## src/rtl/fetch_pkg.sv

```systemverilog
// rtl/fetch_pkg.sv - shared types and constants for the instruction-fetch front end
package fetch_pkg;

    localparam int INSTR_W = 32;
    localparam logic [INSTR_W-1:0] NOP_INSTR = 32'h0000_0013;

    // Default PC width; fetch_unit re-declares the entry with its own PC_W
    localparam int PC_W_DEF = 9;

    typedef struct packed {
        logic [PC_W_DEF-1:0] pc;
        logic [INSTR_W-1:0]  instr;
    } fetch_entry_t;

    typedef enum logic [0:0] {
        S_BOOT = 1'b0,
        S_RUN  = 1'b1
    } fetch_state_e;

endpackage

```

## src/rtl/fetch_fifo.sv

```systemverilog
// rtl/fetch_fifo.sv - shift-register FIFO whose head entry always sits in register slot 0
module fetch_fifo
    import fetch_pkg::*;
#(
    parameter int  DEPTH = 2,
    parameter type T     = fetch_entry_t,
    localparam int CW    = $clog2(DEPTH) + 1,
    localparam int AW    = $clog2(DEPTH)
) (
    input  logic          clk,
    input  logic          reset,
    input  logic          flush,
    input  logic          push,
    input  T              push_data,
    input  logic          pop,
    output T              head,
    output logic [CW-1:0] count,
    output logic          full,
    output logic          empty
);

    T              mem [DEPTH];
    logic          do_push;
    logic          do_pop;
    logic [AW-1:0] wr_idx;

    assign empty   = (count == '0);
    assign full    = (count == CW'(DEPTH));
    assign do_pop  = pop && !empty;
    assign do_push = push && (!full || do_pop);
    // New entry lands just behind the last valid one, after any shift
    assign wr_idx  = AW'(do_pop ? count - 1'b1 : count);
    assign head    = mem[0];

    // Occupancy: reset and flush empty the buffer; push and pop may coincide
    always_ff @(posedge clk) begin
        if (reset || flush) begin
            count <= '0;
        end else if (do_push && !do_pop) begin
            count <= count + 1'b1;
        end else if (do_pop && !do_push) begin
            count <= count - 1'b1;
        end
    end

    // Storage: shift toward slot 0 on pop, then write the pushed entry
    always_ff @(posedge clk) begin
        if (do_pop) begin
            for (int i = 0; i < DEPTH - 1; i++) begin
                mem[i] <= mem[i+1];
            end
        end
        if (do_push) begin
            mem[wr_idx] <= push_data;
        end
    end

endmodule

```

## src/rtl/fetch_unit.sv

```systemverilog
// rtl/fetch_unit.sv - RISC-V fetch front end (PC, imem issue, {pc,instr} buffer); FETCH_PERF_EN adds perf counters
module fetch_unit
    import fetch_pkg::*;
#(
    parameter int              PC_W       = 9,
    parameter logic [PC_W-1:0] RESET_PC   = '0,
    parameter int              FIFO_DEPTH = 2
) (
    input  logic               clk,
    input  logic               reset,
    input  logic               redirect_valid,
    input  logic [PC_W-1:0]    redirect_pc,
    input  logic               halt,
    output logic               imem_req,
    output logic [PC_W-3:0]    imem_addr,
    input  logic [INSTR_W-1:0] imem_rdata,
    output logic               if_valid,
    input  logic               if_ready,
    output logic [PC_W-1:0]    if_pc,
    output logic [INSTR_W-1:0] if_instr
`ifdef FETCH_PERF_EN
    ,
    output logic [31:0]        perf_fetched,
    output logic [31:0]        perf_stall
`endif
);

    localparam int CW = $clog2(FIFO_DEPTH) + 1;

    typedef struct packed {
        logic [PC_W-1:0]    pc;
        logic [INSTR_W-1:0] instr;
    } entry_t;

    fetch_state_e    state;
    logic [PC_W-1:0] pc;
    logic [PC_W-1:0] issued_pc;
    logic            inflight;
    logic            squash;
    logic            room;
    logic            issue;
    logic            push;
    logic            pop;
    logic            fifo_full;
    logic            fifo_empty;
    logic [CW-1:0]   count;
    entry_t          push_entry;
    entry_t          head;

    // A redirect kills whatever response returns this cycle
    assign squash = redirect_valid;
    assign pop    = if_valid && if_ready;

    // Capacity is counted after this cycle's pop so a steady stream sustains one
    // fetch per cycle while never issuing more than the buffer can absorb
    assign room = pop ? (int'(count) + int'(inflight) <= FIFO_DEPTH)
                      : (!fifo_full && (int'(count) + int'(inflight) < FIFO_DEPTH));

    assign issue      = !reset && (state == S_RUN) && !halt && !redirect_valid && room;
    assign push       = inflight && !squash;
    assign push_entry = '{pc: issued_pc, instr: imem_rdata};

    assign imem_req  = issue;
    assign imem_addr = pc[PC_W-1:2];
    assign if_valid  = !reset && !fifo_empty;
    assign if_pc     = reset ? '0 : head.pc;
    assign if_instr  = reset ? '0 : head.instr;

    fetch_fifo #(
        .DEPTH (FIFO_DEPTH),
        .T     (entry_t)
    ) u_fifo (
        .clk       (clk),
        .reset     (reset),
        .flush     (redirect_valid),
        .push      (push),
        .push_data (push_entry),
        .pop       (pop),
        .head      (head),
        .count     (count),
        .full      (fifo_full),
        .empty     (fifo_empty)
    );

    // FSM: one idle cycle after reset, then run until the next reset
    always_ff @(posedge clk) begin
        if (reset) begin
            state <= S_BOOT;
        end else begin
            case (state)
                S_BOOT:  state <= S_RUN;
                default: state <= S_RUN;
            endcase
        end
    end

    // Program counter: redirect beats sequential advance; low bits forced to zero
    always_ff @(posedge clk) begin
        if (reset) begin
            pc <= RESET_PC;
        end else if (redirect_valid) begin
            pc <= redirect_pc & ~PC_W'(3);
        end else if (issue) begin
            pc <= pc + PC_W'(4);
        end
    end

    // Track the single outstanding imem read and the PC it belongs to
    always_ff @(posedge clk) begin
        if (reset) begin
            inflight  <= 1'b0;
            issued_pc <= '0;
        end else begin
            inflight <= issue;
            if (issue) begin
                issued_pc <= pc;
            end
        end
    end

`ifdef FETCH_PERF_EN
    // Completed transfers and backpressure cycles; both wrap
    always_ff @(posedge clk) begin
        if (reset) begin
            perf_fetched <= '0;
            perf_stall   <= '0;
        end else begin
            if (pop) begin
                perf_fetched <= perf_fetched + 32'd1;
            end
            if (if_valid && !if_ready) begin
                perf_stall <= perf_stall + 32'd1;
            end
        end
    end
`endif

endmodule

```

## config.mk

```make
export PLATFORM = sky130hd
export DESIGN_NAME = fetch_unit
export DESIGN_NICKNAME = d
export VERILOG_FILES = /design/src/rtl/fetch_pkg.sv /design/src/rtl/fetch_fifo.sv /design/src/rtl/fetch_unit.sv
export SDC_FILE = /design/constraint.sdc
export NUM_CORES = 1
export LEC_CHECK = 0
export ABC_AREA = 1
export BUFFER_PORTS_ARGS = -buffer_cell sky130_fd_sc_hd__buf_2
export CORE_MARGIN = 2
export CORE_UTILIZATION = 35
export CTS_CLUSTER_SIZE = 40
export DETAILED_ROUTE_END_ITERATION = 8
export HOLD_SLACK_MARGIN = 0.08
export SYNTH_ARGS = -nofsm -noshare
export SYNTH_HDL_FRONTEND = slang
export SYNTH_SLANG_ARGS = --single-unit
```

## constraint.sdc

```tcl
create_clock -name clk -period 8.5 [get_ports clk]
set_clock_uncertainty 0.1 [all_clocks]
set_input_delay 0 -clock clk [delete_from_list [all_inputs] [get_ports clk]]
set_output_delay 0 -clock clk [all_outputs]
set_load 0.02 [all_outputs]
```

==> flow_summary.yaml <==
timing:
  tightest_slew_ns: 0.962
  slew_headroom: 0.356
  finalHoldViolCount: 0
  drv_slew: 0
  setup_viol: 0
  fin_crit_ns: 4.17
  timing.final.crit_share: 0.491
  rsz0062_at_grt: "no"
  tns_ns: 0
  fin_ws_ns: 4.33
  max_freq_ghz: 0.240
layout:
  num_antenna_cells: 0
  syn_to_final_growth_pct: 31.6
  final_layout_size_suffix_gt1_frac: 0.217
  layout_commonest_cell: "nand2_1"
  nNetsFinal: 620
  fill_cells: 1157
  final_cell_mix: "110 x nand2_1, 91 x buf_2, 78 x edfxtp_1"
floorplan:
  std_cell_rows: 40
  num_io_pins: 96
  initial_utilization: 0.356
  die_w_um: 114
  core_area_sq_mm: 0.0120
  die-area_sq_mm: 0.0131
  fp.dieH_um: 114
routing:
  avgViaCountPerCell: 4.47
  drt-total-wl_um: 8790
  routedWlPerCell_um: 12.2
  vias: 3213
  dr.pass1.iters: 4
  ant_nets: 0
  initialDrtViolationCount: 117
  drc_errors: 0
power:
  leakagePower_nw: 2.56
  power_mw: 0.993
  power.density_mw_per_mm2: 177
  vdd_ir_drop_max_v: 0.0000712
synthesis:
  synth_cell_type_count: 26
  yosys.area.top_type: "edfxtp_1"
  syn_area_sq_mm: 0.00426
  yosysTopAreaCellShare: 0.550
  syn_avg_cell_area_sq_um: 9.78
  synth_seq_area_share: 0.635
  synth_warnings: 0
  synth_area_leaders: "edfxtp_1 55%, nand2_1 9.8%, dfxtp_1 8.5%"
  syn_inst: 435
  synth_seq_cells: 96
grt:
  grt_pass1_vias: 3018
  grt_util_all_layers: 0.141
  antenna_found_initial: 0
  grt_pass1_wl_um: 14300
  grt_max_degree: 47
  grt_overflow_total: 0
critical_path:
  crit_path_start_kind: "flop"
  worst-path-max-fanout: 46
  cp_slowest_cell: "nand2_2"
  critPathMostFrequentCell: "nand2_2"
  cp_cell_sequence: "inv_1 > ha_1 > nor2_4 > nand2_2 > xor2_4 > nand2_2 > nand2_2"
  cp.required_ns: 8.36
  endpoint_kind: "flop"
  criticalPathCategory: "flop to flop"
  worstPathArrival_ns: 4.03
  slowest_delay_ns: 0.99
cts:
  clk_path_buf_depth: 2
  htreeDepth: 3
  insertion_delay_ns: 0.34
  cts.sinks: 96
  cts_tree: "yes"
  clk_pin_slew_worst_paths_ns: 0.06
  cts_buffers: 9
  cts_root_buffer: "clkbuf_16"
placement:
  port_buffers: 91
  place_congestion: 0.758
  dp_worst_setup_slack_ns: 4.16
  dp_hpwl_um: 5740
job:
  max_cap_viol_count: 0
run_status:
  outcome: "finished, final reports clean"
hold_path:
  hold_path_class: "input pin to flop"
final timing paths:
check	start	endpoint	slack, ns	cells after the start
worst min register to register	issued_pc[4]	u_fifo.mem[1][36]	0.33	0
worst max-delay path	u_fifo.count[0]	u_fifo.mem[0][29]	4.33	7
worst max register to register	u_fifo.count[0]	u_fifo.mem[0][29]	4.33	7
worst min-delay path	if_ready	u_fifo.count[0]	0.22	5
flip-flops by register name, indices dropped and copies added (netlist names):
| signal | count |
|---|---|
| u_fifo.mem | 78 |
| issued_pc | 7 |
| pc | 7 |
| u_fifo.count | 2 |
| inflight | 1 |
| state | 1 |
worst max-delay path, delay by kind of cell, from the launching register on:
kind	cells	cell delay [ns]
flops	1	0.50
buf+inv	1	0.11
fa+ha+maj	1	0.24
simple gates	4	2.03
xor+xnor	1	0.77
cell type report:
class | instances | area, sq um | share of cell area
Tap cell | 147 | 184 | 0.0328
Clock buffer | 12 | 278 | 0.0496
Sequential cell | 96 | 2700 | 0.483
Multi-Input combinational cell | 254 | 1210 | 0.217
Clock inverter | 4 | 22.5 | 0.00402
Inverter | 64 | 240 | 0.0429
Timing Repair Buffer | 142 | 958 | 0.171
kinds of logic after synthesis:
kind of cell    share of synthesized area
compound gates                     0.0450
xor+xnor                           0.0106
fa+ha+maj                          0.0206
buf+inv                            0.0823
flops                               0.635
other cells                      0.000881
simple gates                        0.206
what timing repair did:
action                                 in CTS  in global routing
buffers inserted                            0                  0
setup endpoints to repair                   0                  0
resized for setup                           0                  0
endpoints found under the hold margin      72                  0
hold buffers                               48                  0
layer usage:
layer | wire [um] | part of all wire | global-route usage | vias up
met5 | 0 | 0 | 0 | -
met4 | 169 | 0.019 | 0.0683 | 0
met2 | 4220 | 0.48 | 0.235 | 75
met3 | 339 | 0.039 | 0.0238 | 14
met1 | 4060 | 0.46 | 0.180 | 1462
li1 | - | - | - | 1662
stage by stage:
stage,cells,cell area [sq um],util,hold WS (ns)
6_report,719,5600,0.468,0.221
5_1_grt,719,5600,0.468,0.261
4_1_cts,719,5600,0.468,0.213
3_5_place_dp,655,4820,0.403,0.0968
3_3_place_gp,655,4820,0.403,0.0937
2_1_floorplan,436,4260,-,-0.00113
power breakdown:
part	switching [mW]	internal (mW)	total, mW
clock	0.166	0.231	0.398
combinational	0.0442	0.0353	0.0795
sequential	0.00428	0.512	0.516
total	0.215	0.778	0.993
synth_stat cells:
master    instances
clkbuf_1         10
buf_1             1
xnor2_1           1
a21oi_2           1
dfxtp_1          18
nor4_1            1
ha_1              7
nand3_1          47
buf_2             7
xor2_4            1
nand2_1         111
a21oi_1          13
edfxtp_1         78
o21ai_2           6
nor2_4            1
nand2_2           2
o21ai_0          10
buf_6             1
xor2_1            1
nor2_1           47
inv_1            64
o31ai_1           1
nor3_4            1
buf_4             3
conb_1            1
o21bai_1          1
(Power assumes the default switching activity.)
